<file path="config.mk">
export PLATFORM = sky130hd
export DESIGN_NAME = lcd_pattern_gen
export DESIGN_NICKNAME = d
export VERILOG_FILES = /design/src/rtl/lcd_pkg.sv /design/src/rtl/lcd_seg_counter.sv /design/src/rtl/lcd_pattern_gen.sv
export SDC_FILE = /design/constraint.sdc
export NUM_CORES = 1
export LEC_CHECK = 0
export CAP_MARGIN = 20
export CORE_MARGIN = 2
export CORE_UTILIZATION = 40
export CTS_BUF_LIST = sky130_fd_sc_hd__clkbuf_4 sky130_fd_sc_hd__clkbuf_8 sky130_fd_sc_hd__clkbuf_16
export CTS_CLUSTER_DIAMETER = 100
export DETAILED_ROUTE_END_ITERATION = 10
export PLACE_DENSITY = 0.68
export REMOVE_ABC_BUFFERS = 1
export SLEW_MARGIN = 15
export SYNTH_ARGS = -nofsm -noshare
export SYNTH_HDL_FRONTEND = slang
export SYNTH_SLANG_ARGS = --single-unit
</file>
<file path="constraint.sdc">
create_clock -name clk -period 2.5 [get_ports clk]
set_clock_uncertainty 0.05 [all_clocks]
set_input_delay 0.625 -clock clk [delete_from_list [all_inputs] [get_ports clk]]
set_output_delay 0.625 -clock clk [all_outputs]
set_load 0.005 [all_outputs]
</file>
<file path="src/rtl/lcd_pkg.sv">
`default_nettype none
// ============================================================================
//  Module      : lcd_pkg
//  Description : Pattern mode encodings and the 8-colour bar palette.
//  Revision    : 1.0  initial release
// ============================================================================
package lcd_pkg;

    typedef enum logic [1:0] {
        MODE_HBAR  = 2'd0,
        MODE_VBAR  = 2'd1,
        MODE_GRAY  = 2'd2,
        MODE_CHECK = 2'd3
    } lcd_mode_e;

    typedef struct packed {
        logic [7:0] r;
        logic [7:0] g;
        logic [7:0] b;
    } rgb8_t;

    localparam rgb8_t c_pal_red     = 24'hFF0000;
    localparam rgb8_t c_pal_green   = 24'h00FF00;
    localparam rgb8_t c_pal_blue    = 24'h0000FF;
    localparam rgb8_t c_pal_white   = 24'hFFFFFF;
    localparam rgb8_t c_pal_black   = 24'h000000;
    localparam rgb8_t c_pal_yellow  = 24'hFFFF00;
    localparam rgb8_t c_pal_magenta = 24'hFF00FF;
    localparam rgb8_t c_pal_cyan    = 24'h00FFFF;

    // Entries are full-scale, so taking channel MSBs narrows them without loss.
    function automatic rgb8_t palette_lookup(input logic [2:0] idx);
        rgb8_t v;
        case (idx)
            3'd0:    v = c_pal_red;
            3'd1:    v = c_pal_green;
            3'd2:    v = c_pal_blue;
            3'd3:    v = c_pal_white;
            3'd4:    v = c_pal_black;
            3'd5:    v = c_pal_yellow;
            3'd6:    v = c_pal_magenta;
            default: v = c_pal_cyan;
        endcase
        return v;
    endfunction

endpackage
`default_nettype wire

</file>
<file path="src/rtl/lcd_seg_counter.sv">
`default_nettype none
// ============================================================================
//  Module      : lcd_seg_counter
//  Description : Segment counter with saturating segment index.
//  Revision    : 1.0  initial release
// ============================================================================
module lcd_seg_counter #(
    parameter int SEG_LEN = 100,
    parameter int SEG_CNT = 8,
    parameter int IDX_W   = 3
) (
    input  logic             clk,
    input  logic             rst,
    input  logic             i_clear,
    input  logic             i_advance,
    output logic [IDX_W-1:0] o_idx
);
    import lcd_pkg::*;

    localparam int                 c_seg_w    = (SEG_LEN > 1) ? $clog2(SEG_LEN) : 1;
    localparam logic [c_seg_w-1:0] c_seg_last = c_seg_w'(SEG_LEN - 1);
    localparam logic [IDX_W-1:0]   c_idx_last = IDX_W'(SEG_CNT - 1);

    logic [c_seg_w-1:0] r_seg;
    logic [IDX_W-1:0]   r_idx;

    // The registered state always describes the step just applied.
    always_ff @(posedge clk) begin
        if (rst || i_clear) begin
            r_seg <= '0;
            r_idx <= '0;
        end else if (i_advance) begin
            if (r_seg == c_seg_last) begin
                r_seg <= '0;
                if (r_idx != c_idx_last) begin
                    r_idx <= r_idx + 1'b1;
                end
            end else begin
                r_seg <= r_seg + 1'b1;
            end
        end
    end

    assign o_idx = r_idx;

endmodule
`default_nettype wire

</file>
<file path="src/rtl/lcd_pattern_gen.sv">
`default_nettype none
// ============================================================================
//  Module      : lcd_pattern_gen
//  Description : LCD test pattern generator (bars, gray ramp, checkerboard).
//  Revision    : 1.0  initial release
// ============================================================================
module lcd_pattern_gen #(
    parameter int H_DISP     = 800,
    parameter int V_DISP     = 480,
    parameter int NUM_BARS   = 8,
    parameter int COLOR_W    = 8,
    parameter int SCROLL_DIV = 4
) (
    input  logic                 clk,
    input  logic                 rst,
    input  logic                 lcd_de_in,
    input  logic [11:0]          lcd_xpos,
    input  logic [11:0]          lcd_ypos,
    input  logic [1:0]           mode_i,
    input  logic                 scroll_en,
    output logic                 lcd_de_out,
    output logic [3*COLOR_W-1:0] lcd_data,
    output logic                 frame_start
);
    import lcd_pkg::*;

    localparam int                 c_bar_w    = $clog2(NUM_BARS);
    localparam int                 c_sum_w    = c_bar_w + 1;
    localparam int                 c_fc_w     = (SCROLL_DIV > 1) ? $clog2(SCROLL_DIV) : 1;
    localparam logic [c_fc_w-1:0]  c_fc_last  = c_fc_w'(SCROLL_DIV - 1);
    localparam logic [c_bar_w-1:0] c_bar_last = c_bar_w'(NUM_BARS - 1);
    localparam logic [c_sum_w-1:0] c_num_bars = c_sum_w'(NUM_BARS);
    localparam logic [11:0]        c_y_half   = 12'(V_DISP / 2);

    logic               w_boundary;
    logic               w_col_clear;
    logic               w_col_adv;
    logic               w_row_adv;
    logic               w_scroll_shadow;
    logic [c_bar_w-1:0] w_col_idx;
    logic [c_bar_w-1:0] w_row_idx;

    logic               r_armed;
    lcd_mode_e          r_mode;
    logic               r_scroll_en;
    logic [c_fc_w-1:0]  r_fcnt;
    logic [c_bar_w-1:0] r_scroll_off;
    logic [c_bar_w-1:0] r_disp_off;
    logic               r_de1;
    logic               r_fs1;
    logic               r_y_upper;
    logic [COLOR_W-1:0] r_x_lo;
    logic [COLOR_W-1:0] r_y_lo;

    logic [c_bar_w-1:0]   w_bar_sel;
    logic [c_sum_w-1:0]   w_bar_sum;
    logic [c_sum_w-1:0]   w_bar_disp;
    rgb8_t                w_pal;
    logic [COLOR_W-1:0]   w_gray;
    logic                 w_check_white;
    logic [3*COLOR_W-1:0] w_pixel;

    logic                 r_de2;
    logic                 r_fs2;
    logic [3*COLOR_W-1:0] r_data2;

    assign w_boundary      = lcd_de_in && (lcd_xpos == 12'd0) && (lcd_ypos == 12'd0);
    assign w_col_clear     = lcd_de_in && (lcd_xpos == 12'd0);
    assign w_col_adv       = lcd_de_in && (lcd_xpos != 12'd0);
    assign w_row_adv       = lcd_de_in && (lcd_xpos == 12'd0) && (lcd_ypos != 12'd0);
    assign w_scroll_shadow = w_boundary ? scroll_en : r_scroll_en;

    lcd_seg_counter #(
        .SEG_LEN (H_DISP / NUM_BARS),
        .SEG_CNT (NUM_BARS),
        .IDX_W   (c_bar_w)
    ) u_col_cnt (
        .clk       (clk),
        .rst       (rst),
        .i_clear   (w_col_clear),
        .i_advance (w_col_adv),
        .o_idx     (w_col_idx)
    );

    lcd_seg_counter #(
        .SEG_LEN (V_DISP / NUM_BARS),
        .SEG_CNT (NUM_BARS),
        .IDX_W   (c_bar_w)
    ) u_row_cnt (
        .clk       (clk),
        .rst       (rst),
        .i_clear   (w_boundary),
        .i_advance (w_row_adv),
        .o_idx     (w_row_idx)
    );

    // Stage 1: frame-level shadows, scroll bookkeeping and coordinate capture.
    // A frame only displays the offset in force before its own boundary step.
    always_ff @(posedge clk) begin
        if (rst) begin
            r_armed      <= 1'b0;
            r_mode       <= MODE_HBAR;
            r_scroll_en  <= 1'b0;
            r_fcnt       <= '0;
            r_scroll_off <= '0;
            r_disp_off   <= '0;
            r_de1        <= 1'b0;
            r_fs1        <= 1'b0;
            r_y_upper    <= 1'b0;
            r_x_lo       <= '0;
            r_y_lo       <= '0;
        end else begin
            r_de1     <= lcd_de_in && (r_armed || w_boundary);
            r_fs1     <= w_boundary;
            r_y_upper <= (lcd_ypos < c_y_half);
            r_x_lo    <= lcd_xpos[COLOR_W-1:0];
            r_y_lo    <= lcd_ypos[COLOR_W-1:0];
            if (w_boundary) begin
                r_armed     <= 1'b1;
                r_mode      <= lcd_mode_e'(mode_i);
                r_scroll_en <= scroll_en;
                r_disp_off  <= r_scroll_off;
                if (w_scroll_shadow) begin
                    if (r_fcnt == c_fc_last) begin
                        r_fcnt       <= '0;
                        r_scroll_off <= (r_scroll_off == c_bar_last) ? '0 : r_scroll_off + 1'b1;
                    end else begin
                        r_fcnt <= r_fcnt + 1'b1;
                    end
                end
            end
        end
    end

    assign w_bar_sel     = (r_mode == MODE_HBAR) ? w_row_idx : w_col_idx;
    assign w_bar_sum     = {1'b0, w_bar_sel} + {1'b0, r_disp_off};
    assign w_bar_disp    = (w_bar_sum >= c_num_bars) ? (w_bar_sum - c_num_bars) : w_bar_sum;
    assign w_check_white = ~(w_col_idx[0] ^ w_row_idx[0] ^ r_disp_off[0]);

    always_comb begin
        w_pal   = palette_lookup(3'(w_bar_disp));
        w_gray  = r_y_upper ? r_x_lo : r_y_lo;
        w_pixel = '0;
        case (r_mode)
            MODE_HBAR, MODE_VBAR: w_pixel = {w_pal.r[7 -: COLOR_W],
                                             w_pal.g[7 -: COLOR_W],
                                             w_pal.b[7 -: COLOR_W]};
            MODE_GRAY:            w_pixel = {3{w_gray}};
            MODE_CHECK:           w_pixel = w_check_white ? '1 : '0;
            default:              w_pixel = '0;
        endcase
    end

    // Stage 2: output register; data is forced to zero outside active video.
    always_ff @(posedge clk) begin
        if (rst) begin
            r_de2   <= 1'b0;
            r_fs2   <= 1'b0;
            r_data2 <= '0;
        end else begin
            r_de2   <= r_de1;
            r_fs2   <= r_fs1 && r_de1;
            r_data2 <= r_de1 ? w_pixel : '0;
        end
    end

    assign lcd_de_out  = r_de2;
    assign frame_start = r_fs2;
    assign lcd_data    = r_data2;

endmodule
`default_nettype wire
</file>
==> results of run 1 <==
==> per-layer routing <==
layer / track usage / part of all wire
met2: 0.300 / 0.48
met4: 0.0682 / 0.019
met1: 0.224 / 0.46
met5: 0 / 0
met3: 0.0365 / 0.040
==> area by class of cell <==
cell class,instances,share of cell area
repair buffers,98,0.203
inverters,7,0.00608
well taps,99,0.0286
multi-input cells,211,0.362
clock inverters,7,0.0246
flip-flops and latches,75,0.348
clock buffers,9,0.0286
==> placed cells by master, fill, tap and decap left out, types with 2 or more instances in the layout <==
master,n
inv_1,6
a22o_1,5
a31oi_1,2
bufinv_16,2
xnor3_1,2
nand2_1,6
dfxtp_1,74
clkdlybuf4s50_1,45
or4_1,5
a21oi_1,39
or4_4,7
nand4_1,13
a211oi_1,5
and2_1,2
or4b_2,2
ha_1,9
mux2_2,8
or3_1,7
dlygate4sd2_1,9
nor2_1,4
mux2i_1,2
a211oi_2,2
nand3_1,7
nor2b_1,17
nor3_1,5
or3_4,2
and3_1,3
o21a_1,2
o31ai_1,10
inv_6,3
nor4_1,8
buf_4,42
xnor2_1,2
o21ai_2,7
o21ai_0,13
clkbuf_8,9
==> cell families (layout without fill, tap and decap cells) <==
group | Yosys count | count (layout) | synth area share
fa+ha+maj | 11 | 11 | 0.0475
buf+inv | 26 | 121 | 0.0332
mux | 11 | 11 | 0.0397
xor+xnor | 6 | 6 | 0.0262
flops | 75 | 75 | 0.492
simple gates | 93 | 93 | 0.188
compound gates | 90 | 90 | 0.174
==> power groups by stage <==
| stage | clock [mW] | sequential (mW) | combinational, mW |
|---|---|---|---|
| after global routing | 1.13 | 1.22 | 0.143 |
| after floorplan | 0 | 1.24 | 0.0367 |
| after global placement | 0 | 1.25 | 0.131 |
| after detailed placement | 0 | 1.25 | 0.132 |
| after CTS | 1.08 | 1.22 | 0.131 |
| final | 1.07 | 1.22 | 0.131 |
==> flip-flops by register name, indices dropped and copies added (netlist names), 3 cells and up <==
name,cells
lcd_data,24
r_x_lo,8
r_y_lo,8
u_col_cnt.r_seg,7
u_row_cnt.r_seg,6
r_disp_off,3
r_scroll_off,3
u_col_cnt.o_idx,3
u_row_cnt.o_idx,3
==> timing repair <==
action,in CTS,in global routing
pin swaps,7,8
gates resized for setup,14,32
endpoints found under the setup margin,18,19
buffers inserted,1,0
endpoints found under the hold margin,0,0
==> synthesized netlist by cell type (2+ instances only) <==
| cell type | count |
|---|---|
| ha_1 | 10 |
| o31ai_1 | 10 |
| or3_1 | 9 |
| or4b_2 | 2 |
| a22o_1 | 5 |
| or4_4 | 2 |
| a31oi_1 | 2 |
| nand3_1 | 7 |
| nor2b_1 | 17 |
| mux2i_1 | 2 |
| a211oi_1 | 7 |
| clkbuf_1 | 13 |
| dfxtp_1 | 75 |
| buf_1 | 3 |
| o21a_1 | 2 |
| xnor2_1 | 3 |
| nand2_1 | 6 |
| clkbuf_2 | 2 |
| or4_1 | 10 |
| mux2_2 | 9 |
| and2_1 | 2 |
| nand4_1 | 13 |
| nor4_1 | 9 |
| and3_1 | 3 |
| nor2_1 | 5 |
| nor3_1 | 5 |
| a21oi_1 | 40 |
| inv_1 | 7 |
| xnor3_1 | 2 |
| o21ai_0 | 21 |
==> through the flow <==
step	util	worst slack [ns]	area (sq um)	std cells
detailed placement	0.543	-0.555	3980	489
CTS	0.577	-0.00846	4230	506
global route	0.590	-0.118	4320	506
global placement	0.543	-0.512	3980	489
finish	0.590	-0.0538	4320	506
floorplan	-	-0.0909	2980	293
==> worst paths after layout <==
check / startpoint / endpoint / cells after the start
setup / recovery: r_mode[0] / lcd_data[16] / 9
setup reg to reg: r_mode[0] / lcd_data[16] / 9
hold / removal: r_fs1 / frame_start / 1
hold reg to reg: r_fs1 / frame_start / 1
==> critical path: stages, from the launching register on <==
cell,delay (ns)
dfxtp_2,0.34
nor2_4,0.12
mux2_4,0.32
ha_4,0.16
inv_2,0.06
fa_2,0.45
xnor2_2,0.17
xnor3_1,0.24
or3_4,0.48
o21ai_1,0.10
==> run_results.csv, run 1 <==
group,metric,value,unit
timing,worst_pin_slew,0.493,ns
pwr,power.share.clock,0.441,
pwr,switchingPower,0.548,mW
timing,rsz0062_at_grt,"true",
timing,hold_ws,0.402,ns
placement,numPortBuffers,55,
worst_setup_path,end_kind,"flip-flop",
worst_setup_path,crit_type,"reg -> reg",
logic_synthesis,ys_warn_count,0,
floorplan,fp.dieArea,8350,sq um
logic_synthesis,ys_seq_elements,75,
timing,hold_violations,0,
outcome,violations,"negative setup slack",
logic_synthesis,synth-seq-area-share,0.492,
logic_synthesis,synth-edff-count,0,
logic_synthesis,synth.distinct_cells,39,
floorplan,fp.dieH,91.4,microns
run,cap_violations,0,
worst_setup_path,rrSetupSlack,-0.05,ns
pwr,comb_power_share,0.054,
clocking,cts-hold-fix-buffers,0,
pwr,vdd_ir_drop_max,0.000342,V
routing,drt-initial-drc-count,60,
global_routing,grt_pass1_wl,12.1,mm
worst_setup_path,path_max_fanout,8,
clocking,cts_root_buf,"clkbuf_8",
timing,timing.final.ws_setup,-0.0538,ns
logic_synthesis,syn_area,3050,sq um
routing,finalWirelength,7.26,mm
logic_synthesis,synth_top_cell_area_share,0.492,
timing,max_freq,392,MHz
clocking,clockBufferDepth,2,
clocking,clock_sinks,75,
final_layout,final_layout_size_suffix_gt1_frac,0.241,
global_routing,grt_pass1_vias,2591,
floorplan,core,7330,sq um
logic_synthesis,netlist_top_cells_area,"dfxtp_1, a21oi_1, ha_1, nor2b_1, o21ai_0",
hold_path,hp-class,"reg -> reg",
routing,vias,2699,
timing,slew_headroom,0.670,
outcome,status,"finished, violations left",
clocking,cts_tree,"built",
final_layout,multi_input_area,1560,sq um
pwr,p_per_area,558,nW/um^2
logic_synthesis,async_flop_share,0,
final_layout,fillers,655,
global_routing,grt_start_max_net_pins,34,
pwr,seqPwrFrac,0.504,
logic_synthesis,synth.avg_cell_area,9.79,sq um
global_routing,antenna_found_initial,0,
routing,routedWlPerCell,14.3,microns
pwr,total_power,2.41,mW
floorplan,rows,31,
clocking,clkTransAtPathRegs,0.08,ns
final_layout,area_delta_synth_final,41.6,%
timing,min_period,2.55,ns
final_layout,antennaDiodeCount,0,
routing,viasPerCell,5.33,
global_routing,grt_use_total,0.178,
timing,post-route-period-util,1.02,
logic_synthesis,yosysTopAreaCell,"dfxtp_1",
worst_setup_path,crit_arrival,2.79,ns
final_layout,register_area,1500,sq um
logic_synthesis,ys.flop_type,"dfxtp_1",
timing,final-setup-viol-count,8,
global_routing,overflow,0,
timing,slew_viol_final,0,
floorplan,start_util,0.417,
clocking,cts_max_level,3,
pwr,p_sw_frac,0.227,
clocking,numCtsBuffers,9,
placement,gp_congestion,0.866,
timing,fin_tns_setup,-0.233,ns
floorplan,ios,56,
logic_synthesis,netlist_instances,312,
routing,ant_nets,0,
pwr,leakage,1.63,nW
routing,drt_first_pass_iters,4,
pwr,internal_power,1.87,mW
worst_setup_path,required,2.74,ns
final_layout,final_nets,443,
placement,dp_hpwl,5.37,mm
routing,route.detailed.drc,0,
worst_setup_path,startpoint_type,"flip-flop",
floorplan,die_w,91.4,microns
clocking,clk_latency,0.35,ns
Note: power is estimated with default switching activity, not from simulation.
==> inputs of run 2 (changes only) <==
Settings changed: CTS_BUF_LIST sky130_fd_sc_hd__clkbuf_4 sky130_fd_sc_hd__clkbuf_8 sky130_fd_sc_hd__clkbuf_16 to not set, REMOVE_ABC_BUFFERS 1 to not set, SYNTH_HIERARCHICAL set to 1.
==> run 2 against run 1 <==
The flow now finishes without violations. Highest routed layer unchanged. Cell area decreased by 0.52%. Sequential power hardly changed. Synthesized cell count fell by 2.9%. Die area down 1.5%.
==> run_results.csv, run 2 <==
group,metric,value,unit
global_routing,grt_pass1_wl,11.0,mm
placement,dp_hpwl,4.79,mm
final_layout,largest_reg_flops,24,
pwr,seqPwrFrac,0.505,
final_layout,final_cells,505,
clocking,cts_root_buf,"clkbuf_8",
logic_synthesis,ys.flop_type,"dfxtp_1",
clocking,clockBufferDepth,2,
pwr,vdd_ir_drop_max,0.000272,V
final_layout,final_core_util,0.593,
pwr,internal_power,1.88,mW
worst_setup_path,end_kind,"flip-flop",
global_routing,overflow,0,
routing,route.detailed.drc,0,
logic_synthesis,synth-seq-area-share,0.499,
final_layout,fillers,637,
floorplan,die_w,90.7,microns
outcome,status,"completed",
routing,drt_first_pass_iters,4,
final_layout,antennaDiodeCount,0,
logic_synthesis,synth_top_cell_area_share,0.499,
timing,slew_headroom,0.666,
final_layout,final_common_cell,"dfxtp_1",
clocking,clock_sinks,75,
floorplan,fp.dieArea,8230,sq um
timing,final-setup-viol-count,0,
floorplan,fp.dieH,90.7,microns
placement,place_ws,-0.648,ns
timing,min_period,2.48,ns
final_layout,final_layout_size_suffix_gt1_frac,0.268,
run,cap_violations,0,
timing,timing.final.ws_setup,0.0214,ns
logic_synthesis,synth.avg_cell_area,9.93,sq um
worst_setup_path,startpoint_type,"flip-flop",
clocking,cts_tree,"built",
logic_synthesis,yosysTopAreaCell,"dfxtp_1",
floorplan,core,7250,sq um
logic_synthesis,netlist_top_cells_area,"dfxtp_1, a21oi_1, ha_1, o21ai_0, mux2_2",
logic_synthesis,netlist_instances,303,
timing,max_freq,403,MHz
routing,vias,2522,
final_layout,area_delta_synth_final,43.0,%
clocking,clk_latency,0.36,ns
pwr,p_sw_frac,0.220,
routing,drt-initial-drc-count,115,
global_routing,antenna_found_initial,0,
timing,post-route-period-util,0.991,
routing,viasPerCell,4.99,
final_layout,final_nets,442,
floorplan,ios,56,
logic_synthesis,yosysMostFrequentCell,"dfxtp_1",
floorplan,rows,31,
routing,ant_nets,0,
pwr,switchingPower,0.530,mW
timing,rsz0062_at_grt,"true",
pwr,leakage,1.69,nW
timing,hold_ws,0.379,ns
clocking,clkTransAtPathRegs,0.08,ns
worst_setup_path,crit_arrival,2.72,ns
global_routing,grt_use_total,0.168,
logic_synthesis,async_flop_share,0,
routing,finalWirelength,6.76,mm
routing,routedWlPerCell,13.4,microns
timing,fin_tns_setup,0,ns
logic_synthesis,synth_common_cells,"dfxtp_1, a21oi_1, o21ai_0",
worst_setup_path,crit_type,"reg -> reg",
floorplan,start_util,0.415,
placement,numPortBuffers,55,
timing,hold_violations,0,
hold_path,hp-class,"reg -> reg",
pwr,comb_power_share,0.050,
logic_synthesis,synth-edff-count,0,
logic_synthesis,synth_fp_nets,344,
pwr,power.share.clock,0.445,
global_routing,grt_start_max_net_pins,30,
logic_synthesis,ys_warn_count,6,
final_layout,most-common-layout-cells,"dfxtp_1, buf_4, clkdlybuf4s50_1",
logic_synthesis,syn_area,3010,sq um
placement,gp_congestion,0.772,
logic_synthesis,synth.distinct_cells,44,
placement,dp.cells,482,
clocking,numCtsBuffers,9,
timing,worst_pin_slew,0.496,ns
pwr,p_per_area,561,nW/um^2
logic_synthesis,ys_seq_elements,75,
global_routing,grt_pass1_vias,2408,
clocking,cts_max_level,3,
worst_setup_path,required,2.74,ns
timing,slew_viol_final,0,
worst_setup_path,path_max_fanout,8,
run 2: changes by cell type after synthesis, moves of 4 or more:
cell / before / now
nand2_1: 6 / 12
nand4_1: 13 / 5
nor2_1: 5 / 17
o31ai_1: 10 / 0
nor4_1: 9 / 5
mux2i_1: 2 / 6
a22o_1: 5 / 0
or3_1: 9 / 5
a211oi_1: 7 / 0
run 2: per-stage QoR:
step / power [mW] / cell area, sq um
after floorplan: 1.29 / 3040
after global routing: 2.50 / 4300
after detailed placement: 1.37 / 3940
final: 2.41 / 4300
after global placement: 1.37 / 3940
after CTS: 2.42 / 4210
run 2: layout make-up:
cell class | count | area [sq um] | area share
Inverter | 5 | 18.8 | 0.00436
Timing Repair Buffer | 102 | 892 | 0.207
Clock buffer | 10 | 138 | 0.0320
Clock inverter | 6 | 93.8 | 0.0218
Multi-Input combinational cell | 208 | 1530 | 0.356
Tap cell | 99 | 124 | 0.0288
Sequential cell | 75 | 1500 | 0.350
run 2: metal layers:
layer | wire length, microns | track usage | up-vias
li1 | - | - | 1277
met1 | 3210 | 0.217 | 1165
met2 | 3100 | 0.264 | 65
met3 | 292 | 0.0459 | 15
met4 | 157 | 0.0718 | 0
met5 | 0 | 0 | -
run 2: final timing paths:
| path | from | end | slack (ns) | cells after the start |
|---|---|---|---|---|
| max | r_mode[1] | lcd_data[23] | 0.02 | 8 |
| min | r_fs1 | frame_start | 0.38 | 1 |
| min reg2reg | r_fs1 | frame_start | 0.38 | 1 |
| max reg2reg | r_mode[1] | lcd_data[23] | 0.02 | 8 |
run 2: power by group through the flow:
stage | sequential (mW) | combinational (mW) | clock, mW
finish | 1.22 | 0.121 | 1.07
global route | 1.22 | 0.131 | 1.15
CTS | 1.22 | 0.120 | 1.09
detailed placement | 1.25 | 0.125 | 0
global placement | 1.25 | 0.123 | 0
floorplan | 1.24 | 0.0465 | 0
run 2: critical path, stage by stage (launching register included):
cell and delay (ns):
dfxtp_2 0.34, nor2_4 0.12, mux2_4 0.32, ha_4 0.16, fa_1 0.49, xnor2_1 0.21
xnor3_1 0.25, or3_4 0.39, o21ai_1 0.09
run 2: logic make-up after synthesis:
logic type	count (synthesis)	share of synthesized area
fa+ha+maj	11	0.0483
xor+xnor	11	0.0412
simple gates	100	0.196
buf+inv	20	0.0270
flops	75	0.499
mux	16	0.0574
compound gates	70	0.131
run 2: what timing repair did:
item	CTS	global route
pin swaps	11	15
endpoints found under the setup margin	39	15
setup buffers	1	6
gates resized for setup	24	38
hold buffers	0	0
gates cloned	0	0
